--- config.mk ---
export PLATFORM = sky130hd
export DESIGN_NAME = mux_nx1_arb
export DESIGN_NICKNAME = d
export VERILOG_FILES = /design/src/rtl/mux_nx1_arb.sv
export SDC_FILE = /design/constraint.sdc
export NUM_CORES = 1
export LEC_CHECK = 0
export BUFFER_PORTS_ARGS = -buffer_cell sky130_fd_sc_hd__buf_4
export CAP_MARGIN = 20
export CORE_MARGIN = 2
export CORE_UTILIZATION = 29
export CTS_BUF_LIST = sky130_fd_sc_hd__clkbuf_4
export DETAILED_ROUTE_END_ITERATION = 12
export PLACE_DENSITY = 0.58
export SYNTH_ARGS = -nofsm -noshare
export SYNTH_HDL_FRONTEND = slang
export SYNTH_SLANG_ARGS = --single-unit
--- constraint.sdc ---
create_clock -name CLK -period 2.67 [get_ports CLK]
set_clock_uncertainty 0.15 [all_clocks]
set_input_delay 0.1335 -clock CLK [delete_from_list [all_inputs] [get_ports CLK]]
set_output_delay 0.1335 -clock CLK [all_outputs]
set_load 0.02 [all_outputs]
--- src/rtl/mux_nx1_arb.sv ---
// Registered N:1 channel multiplexer with valid/ready handshakes on every input and on the output.
// Selection is either a fixed index (SEL) or round-robin arbitration starting at a rotating pointer.
module mux_nx1_arb #(
  parameter  int P_N   = 4,
  parameter  int P_W   = 4,
  localparam int P_SEL = (P_N > 1) ? $clog2(P_N) : 1
) (
  input  logic               CLK,
  input  logic               RST,
  input  logic               MODO,
  input  logic [P_SEL-1:0]   SEL,
  input  logic [P_N*P_W-1:0] ENT,
  input  logic [P_N-1:0]     ENT_VALID,
  output logic [P_N-1:0]     ent_ready,
  output logic [P_W-1:0]     saida,
  output logic [P_SEL-1:0]   saida_canal,
  output logic               saida_valid,
  input  logic               SAIDA_READY
);

  function automatic logic [P_SEL-1:0] wrap_inc(input logic [P_SEL-1:0] idx);
    if (int'(idx) == P_N - 1) return '0;
    return idx + P_SEL'(1);
  endfunction

  logic               load_p0;
  logic               gnt_vld_p0;
  logic [P_SEL-1:0]   gnt_p0;
  logic [P_W-1:0]     gnt_data_p0;
  logic               xfer_p0;
  logic [P_SEL-1:0]   ptr_p1;
  logic [P_W-1:0]     data_p1;
  logic [P_SEL-1:0]   canal_p1;
  logic               vld_p1;

  // Stage p0: grant selection and input handshake (combinational)
  assign load_p0 = !vld_p1 || SAIDA_READY;

  always_comb begin
    int idx;
    gnt_vld_p0 = 1'b0;
    gnt_p0     = '0;
    idx        = 0;
    if (!MODO) begin
      // An out-of-range SEL simply matches no channel.
      for (int i = 0; i < P_N; i++) begin
        if (SEL == P_SEL'(i) && ENT_VALID[i]) begin
          gnt_vld_p0 = 1'b1;
          gnt_p0     = P_SEL'(i);
        end
      end
    end else begin
      // Walk offsets from farthest to nearest so the channel closest to ptr wins.
      for (int k = P_N - 1; k >= 0; k--) begin
        idx = int'(ptr_p1) + k;
        if (idx >= P_N) idx = idx - P_N;
        if (ENT_VALID[idx]) begin
          gnt_vld_p0 = 1'b1;
          gnt_p0     = P_SEL'(idx);
        end
      end
    end
  end

  always_comb begin
    gnt_data_p0 = '0;
    for (int i = 0; i < P_N; i++) begin
      if (gnt_p0 == P_SEL'(i)) gnt_data_p0 = ENT[i*P_W +: P_W];
    end
  end

  assign xfer_p0 = !RST && load_p0 && gnt_vld_p0;

  always_comb begin
    ent_ready = '0;
    for (int i = 0; i < P_N; i++) begin
      if (xfer_p0 && gnt_p0 == P_SEL'(i)) ent_ready[i] = 1'b1;
    end
  end

  // Stage p1: output register and round-robin pointer
  always_ff @(posedge CLK) begin
    if (RST) begin
      vld_p1 <= 1'b0;
      ptr_p1 <= '0;
    end else begin
      if (load_p0) vld_p1 <= gnt_vld_p0;
      if (xfer_p0 && MODO) ptr_p1 <= wrap_inc(gnt_p0);
    end
  end

  always_ff @(posedge CLK) begin
    if (RST) begin
      data_p1  <= '0;
      canal_p1 <= '0;
    end else if (xfer_p0) begin
      data_p1  <= gnt_data_p0;
      canal_p1 <= gnt_p0;
    end
  end

  assign saida       = data_p1;
  assign saida_canal = canal_p1;
  assign saida_valid = vld_p1;

endmodule

Yosys cells after proc, flatten, opt, wreduce, memory -nomap -nowiden
Index checks and enable logic that the tools add are counted.
Cells by class
  muxes and demuxes: 50
  equality and inequality tests: 7
  reduce and logical (&&, ||, !) cells: 16
  order comparisons: 8
  add/sub/neg operators: 8
Operator list (count)
  $mux 32: 8
  $lt 32x4->1 const B: 4
  $mux 1: 25
  $mux 2: 9
  $mux 4: 4
  $sub 3x3->4 const B: 3
  $logic_and 1x1->1: 11
  $ge 3x3->1 const B: 3
  $bmux 1 s2: 4
  $eq 2x2->1 const B: 4
  $add 2x2->3 const B: 2
  $eq 2x1->1 const B: 3
  $logic_not 2->1: 2
  $sub 2x3->4 const B: 1
  $add 2x1->3 const B: 1
  $ge 2x3->1 const B: 1
  $add 2x1->2 const B: 1
  $logic_not 1->1: 2
  $logic_or 1x1->1: 1
Word-level totals
  register bits: 9
  word-level logic and storage cells: 93
  input port bits: 26

Depth between registers and ports, before layout
  word-level depth: 17
  depth in mapped cells: 9
  mapped depth without buffers: 9

Least setup slack after synthesis
OpenSTA, ideal clock, no wires.
  path kind: input to register
  from: input port SEL[1]
  to: register data_p1[0], in the netlist saida[0]
  buffers on the path: 0
  arrival: 1837 ps
  stages: 8
  path slack: 545 ps
  data required time: 2382 ps
  cell sequence: mux2_2 -> and3_1 -> a41oi_1 -> inv_1 -> ha_1 -> a221o_1 -> a22oi_1 -> a211oi_2
Between the ends
  word-level cells in the longest chain between the ends: 11
  elaborated cells between the ends (all ways): 26
  classes of those cells: eq/ne: 6; mux: 13; reduce/logical: 7
Ends and longest elaborated chain
  start, declared: RTL line 11  | input logic [P_SEL-1:0] SEL,
  $eq 2x1->1: RTL line 47  | if (SEL == P_SEL'(i) && ENT_VALID[i]) begin
  $logic_and 1x1->1: RTL line 47
  $mux 1: RTL line 47
  $mux 2: RTL line 47
  $mux 2 *: RTL line 47
  $mux 2 *: RTL line 44  | if (!MODO) begin
  named net gnt_p0[0]: RTL line 28  | logic [P_SEL-1:0] gnt_p0;
  $logic_not 2->1: RTL line 68  | if (gnt_p0 == P_SEL'(i)) gnt_data_p0 = ENT[i*P_W +: P_W];
  $mux 4 (3 in series): RTL line 68
  $mux 4 *: RTL line 68
  end signal, assigned: RTL line 97  | data_p1 <= gnt_data_p0;
  end, declared: RTL line 32  | logic [P_W-1:0] data_p1;
Mark *: on every way through the listed nets, which the timed path passes. The rest lies on a longest branch.
A chain may end at the register's enable or synchronous reset.

Worst setup path in the final report
  from: register ptr_p1[0]
  to: output port ent_ready[3]
Between the ends
  word-level cells in the longest chain between the ends: 15
  elaborated cells between the ends (all ways): 45
  classes of those cells: add/sub: 7; order compare: 4; eq/ne: 1; mux: 31; reduce/logical: 2
Ends and longest elaborated chain
  start, declared: RTL line 31  | logic [P_SEL-1:0] ptr_p1;
  start signal, assigned: RTL line 88  | if (xfer_p0 && MODO) ptr_p1 <= wrap_inc(gnt_p0);
  $add 2x2->3: RTL line 55  | idx = int'(ptr_p1) + k;
  $sub 3x3->4 / $ge 3x3->1 (equally long branches): RTL line 56  | if (idx >= P_N) idx = idx - P_N;
  $mux 32: RTL line 56
  $mux 32: RTL line 44
  $bmux 1 s2: RTL line 57  | if (ENT_VALID[idx]) begin
  $mux 1 (implied by the code) (2 in series): RTL line 57
  $mux 2 (3 in series): RTL line 57
  $mux 2 *: RTL line 57
  $mux 2 *: RTL line 44
  named net gnt_p0[1]: RTL line 28
  $eq 2x2->1 *: RTL line 77  | if (xfer_p0 && gnt_p0 == P_SEL'(i)) ent_ready[i] = 1'b1;
  $logic_and 1x1->1 *: RTL line 77
  $mux 1 *: RTL line 77
  end, declared: RTL line 14  | output logic [P_N-1:0] ent_ready,
Mark *: on every way through the listed nets, which the timed path passes. The rest lies on a longest branch. The select of a mux whose other input is x is not followed.

==> reports/metrics.cfg <==
[run_status]
status = finished, final reports clean

[detailed_routing]
routedWlPerCell_um = 13.1
vias = 782
viasPerCell = 5.18
first_pass_iters = 4
antenna_left = 0
routed_wl_um = 1970
route.detailed.drc = 0
drt_iter0_markers = 5

[finish]
mostFrequentLayoutCells = buf_4, a21oi_1, inv_1, dfxtp_1, a211oi_2
layout-drive-gt1-share_pct = 48.8
nets = 152
n_fill_cell = 249
final_common_cell = buf_4
area_growth_pct = 43.3
antenna_cells = 0

[synthesis]
synth_xor_area_share_pct = 0
synth_top_area_share_pct = 23.7
syn_inst = 85
postSynthAreaPerCell_um2 = 8.94
synth_nets = 115
synth-compound-area-share_pct = 39.2
synth_warnings = 0
ys_types = 34
netlist_area_um2 = 759
yosys_register_bits = 9
seq_area_frac_synth_pct = 23.7
synthMuxAreaShare_pct = 7.25
synthSimpleGateAreaFrac_pct = 15.3
synth_area_leaders = dfxtp_1, a211oi_2, a21oi_1, ha_1, inv_1
synth_top_family_by_area = compound AO/OA/AOI/OAI gates
synth_fa_ha_area_share_pct = 6.59
synth_top_area_cell = dfxtp_1

[job]
cap_violations = 0

[clock_tree]
h-tree-depth = 1
cts_root_buf = clkbuf_4
clock_path_buffers = 2
numCtsBuffers = 3
tritoncts = done
clock_sinks = 9
clk_latency_ps = 260
path_clk_slew_ps = 60

[grt]
grt_pass1_wl_um = 3060
grt_max_degree = 11
grt_pass1_vias = 738
grtUsageTotal_pct = 14.1
antenna_found_initial = 0
overflow = 0

[floorplanning]
rows = 18
die_w_um = 55.2
die_area_mm2 = 0.00304
coreArea_mm2 = 0.00248
start_util_pct = 30.7
die_h_um = 55.2
ioPinCount = 37

[setup_path]
crit_arrival_ps = 2050
cp_data_required_time_ps = 2390
crit_fanout = 9
cp-end-kind = output pin
start_kind = flop
critPathKind = reg -> out

[timing]
max_clock_freq_mhz = 429
period_share_pct = 87.3
relSlewSlack_pct = 68.4
rsz0062_at_grt = no
period_minus_slack_ps = 2330
setup_viol = 0
finalHoldViolCount = 0
setup_tns_ps = 0
tightestPinTransition_ps = 474
finalMaxSlewViolations = 0

[power]
p_leak_nw = 0.535
ir_drop_uv = 179
power_density_mw_per_mm2 = 447
total_power_mw = 0.486

[min_path]
hp-class = in -> reg

[placement]
port_buffers = 36
place_congestion = 0.711
dp_hpwl_um = 1600

[power by group]
| group | internal, mW | switching [mW] |
|---|---|---|
| sequential | 0.150 | 0.0101 |
| clock | 0.0678 | 0.0480 |
| combinational | 0.106 | 0.104 |
| total | 0.324 | 0.162 |
[critical path, cell delays in order, from the launching register on]
cell and delay (ps):
dfxtp_1 340, nor2b_1 170, o21bai_1 80, a32oi_1 390, inv_1 130, ha_1 320
and3_2 210, buf_4 150
[cell usage after synthesis (all sizes together)]
cell / instances
a211o: 1
a211oi: 6
a21o: 2
a21oi: 12
a221o: 3
a22oi: 4
a31oi: 1
a32oi: 1
a41oi: 1
and2: 2
and2b: 1
and3: 5
and3b: 1
buf: 3
clkbuf: 2
dfxtp: 9
ha: 4
inv: 9
mux2: 2
mux2i: 1
mux4: 1
nand2b: 1
nand4: 1
nor2: 1
nor2b: 4
o211a: 1
o21ai: 2
o21bai: 2
o41a: 1
or2: 1
[path summary, 6_finish.rpt]
kind,startpoint,end,cells past startpoint,slack [ps]
worst max register to register,ptr_p1[0],saida[1],8,370
worst max-delay path,ptr_p1[0],ent_ready[3],7,340
worst min register to register,saida[0],saida[0],2,400
worst min-delay path,ENT[14],saida[2],3,120
[metrics by stage]
step | instances | setup WS (ps) | hold slack [ps] | cell area, µm² | utilization, %
after CTS | 151 | 254 | 117 | 1080 | 43.6
final | 151 | 338 | 116 | 1090 | 43.9
after global placement | 146 | 314 | 253 | 1040 | 42.0
after global routing | 151 | 113 | 115 | 1090 | 43.9
after detailed placement | 146 | 209 | 256 | 1040 | 42.0
after floorplan | 85 | 545 | 264 | 759 | -
[layout make-up]
| cell class | count | area (µm²) | share of cell area (%) |
|---|---|---|---|
| Multi-Input combinational cell | 62 | 527 | 48.4 |
| Clock buffer | 4 | 30.0 | 2.76 |
| Timing Repair Buffer | 37 | 280 | 25.7 |
| Inverter | 9 | 33.8 | 3.10 |
| Tap cell | 30 | 37.5 | 3.45 |
| Sequential cell | 9 | 180 | 16.6 |
[repair_timing]
action / in CTS / in global routing
hold buffers: 1 / 0
endpoints found under the setup margin: 0 / 1
buffers inserted: 0 / 0
gates resized for setup: 0 / 1
hold endpoints to repair: 8 / 0
[cells by family (layout without fill, tap and decap cells)]
kind of cell	count (synthesis)	in the layout
and+or+nand+nor	17	17
muxes	4	4
adders and majority gates	4	4
buffers and inverters	14	50
AOI/OAI and AO/OA	37	37
DFF	9	9
[per-layer routing]
layer  up-vias  wire (µm)  global-route usage [%]
li1        391          -                       -
met1       350        788                    15.4
met2        37        892                    25.6
met3         4        249                    1.88
met4         0         42                    8.54
met5         -          0                       0
[flip-flops by register name (all words and copies together), names as in the netlist]
| name | cells |
|---|---|
| saida_valid | 1 |
| ptr_p1 | 2 |
| saida_canal | 2 |
| saida | 4 |
No activity file was read; power rests on OpenSTA's default activity.
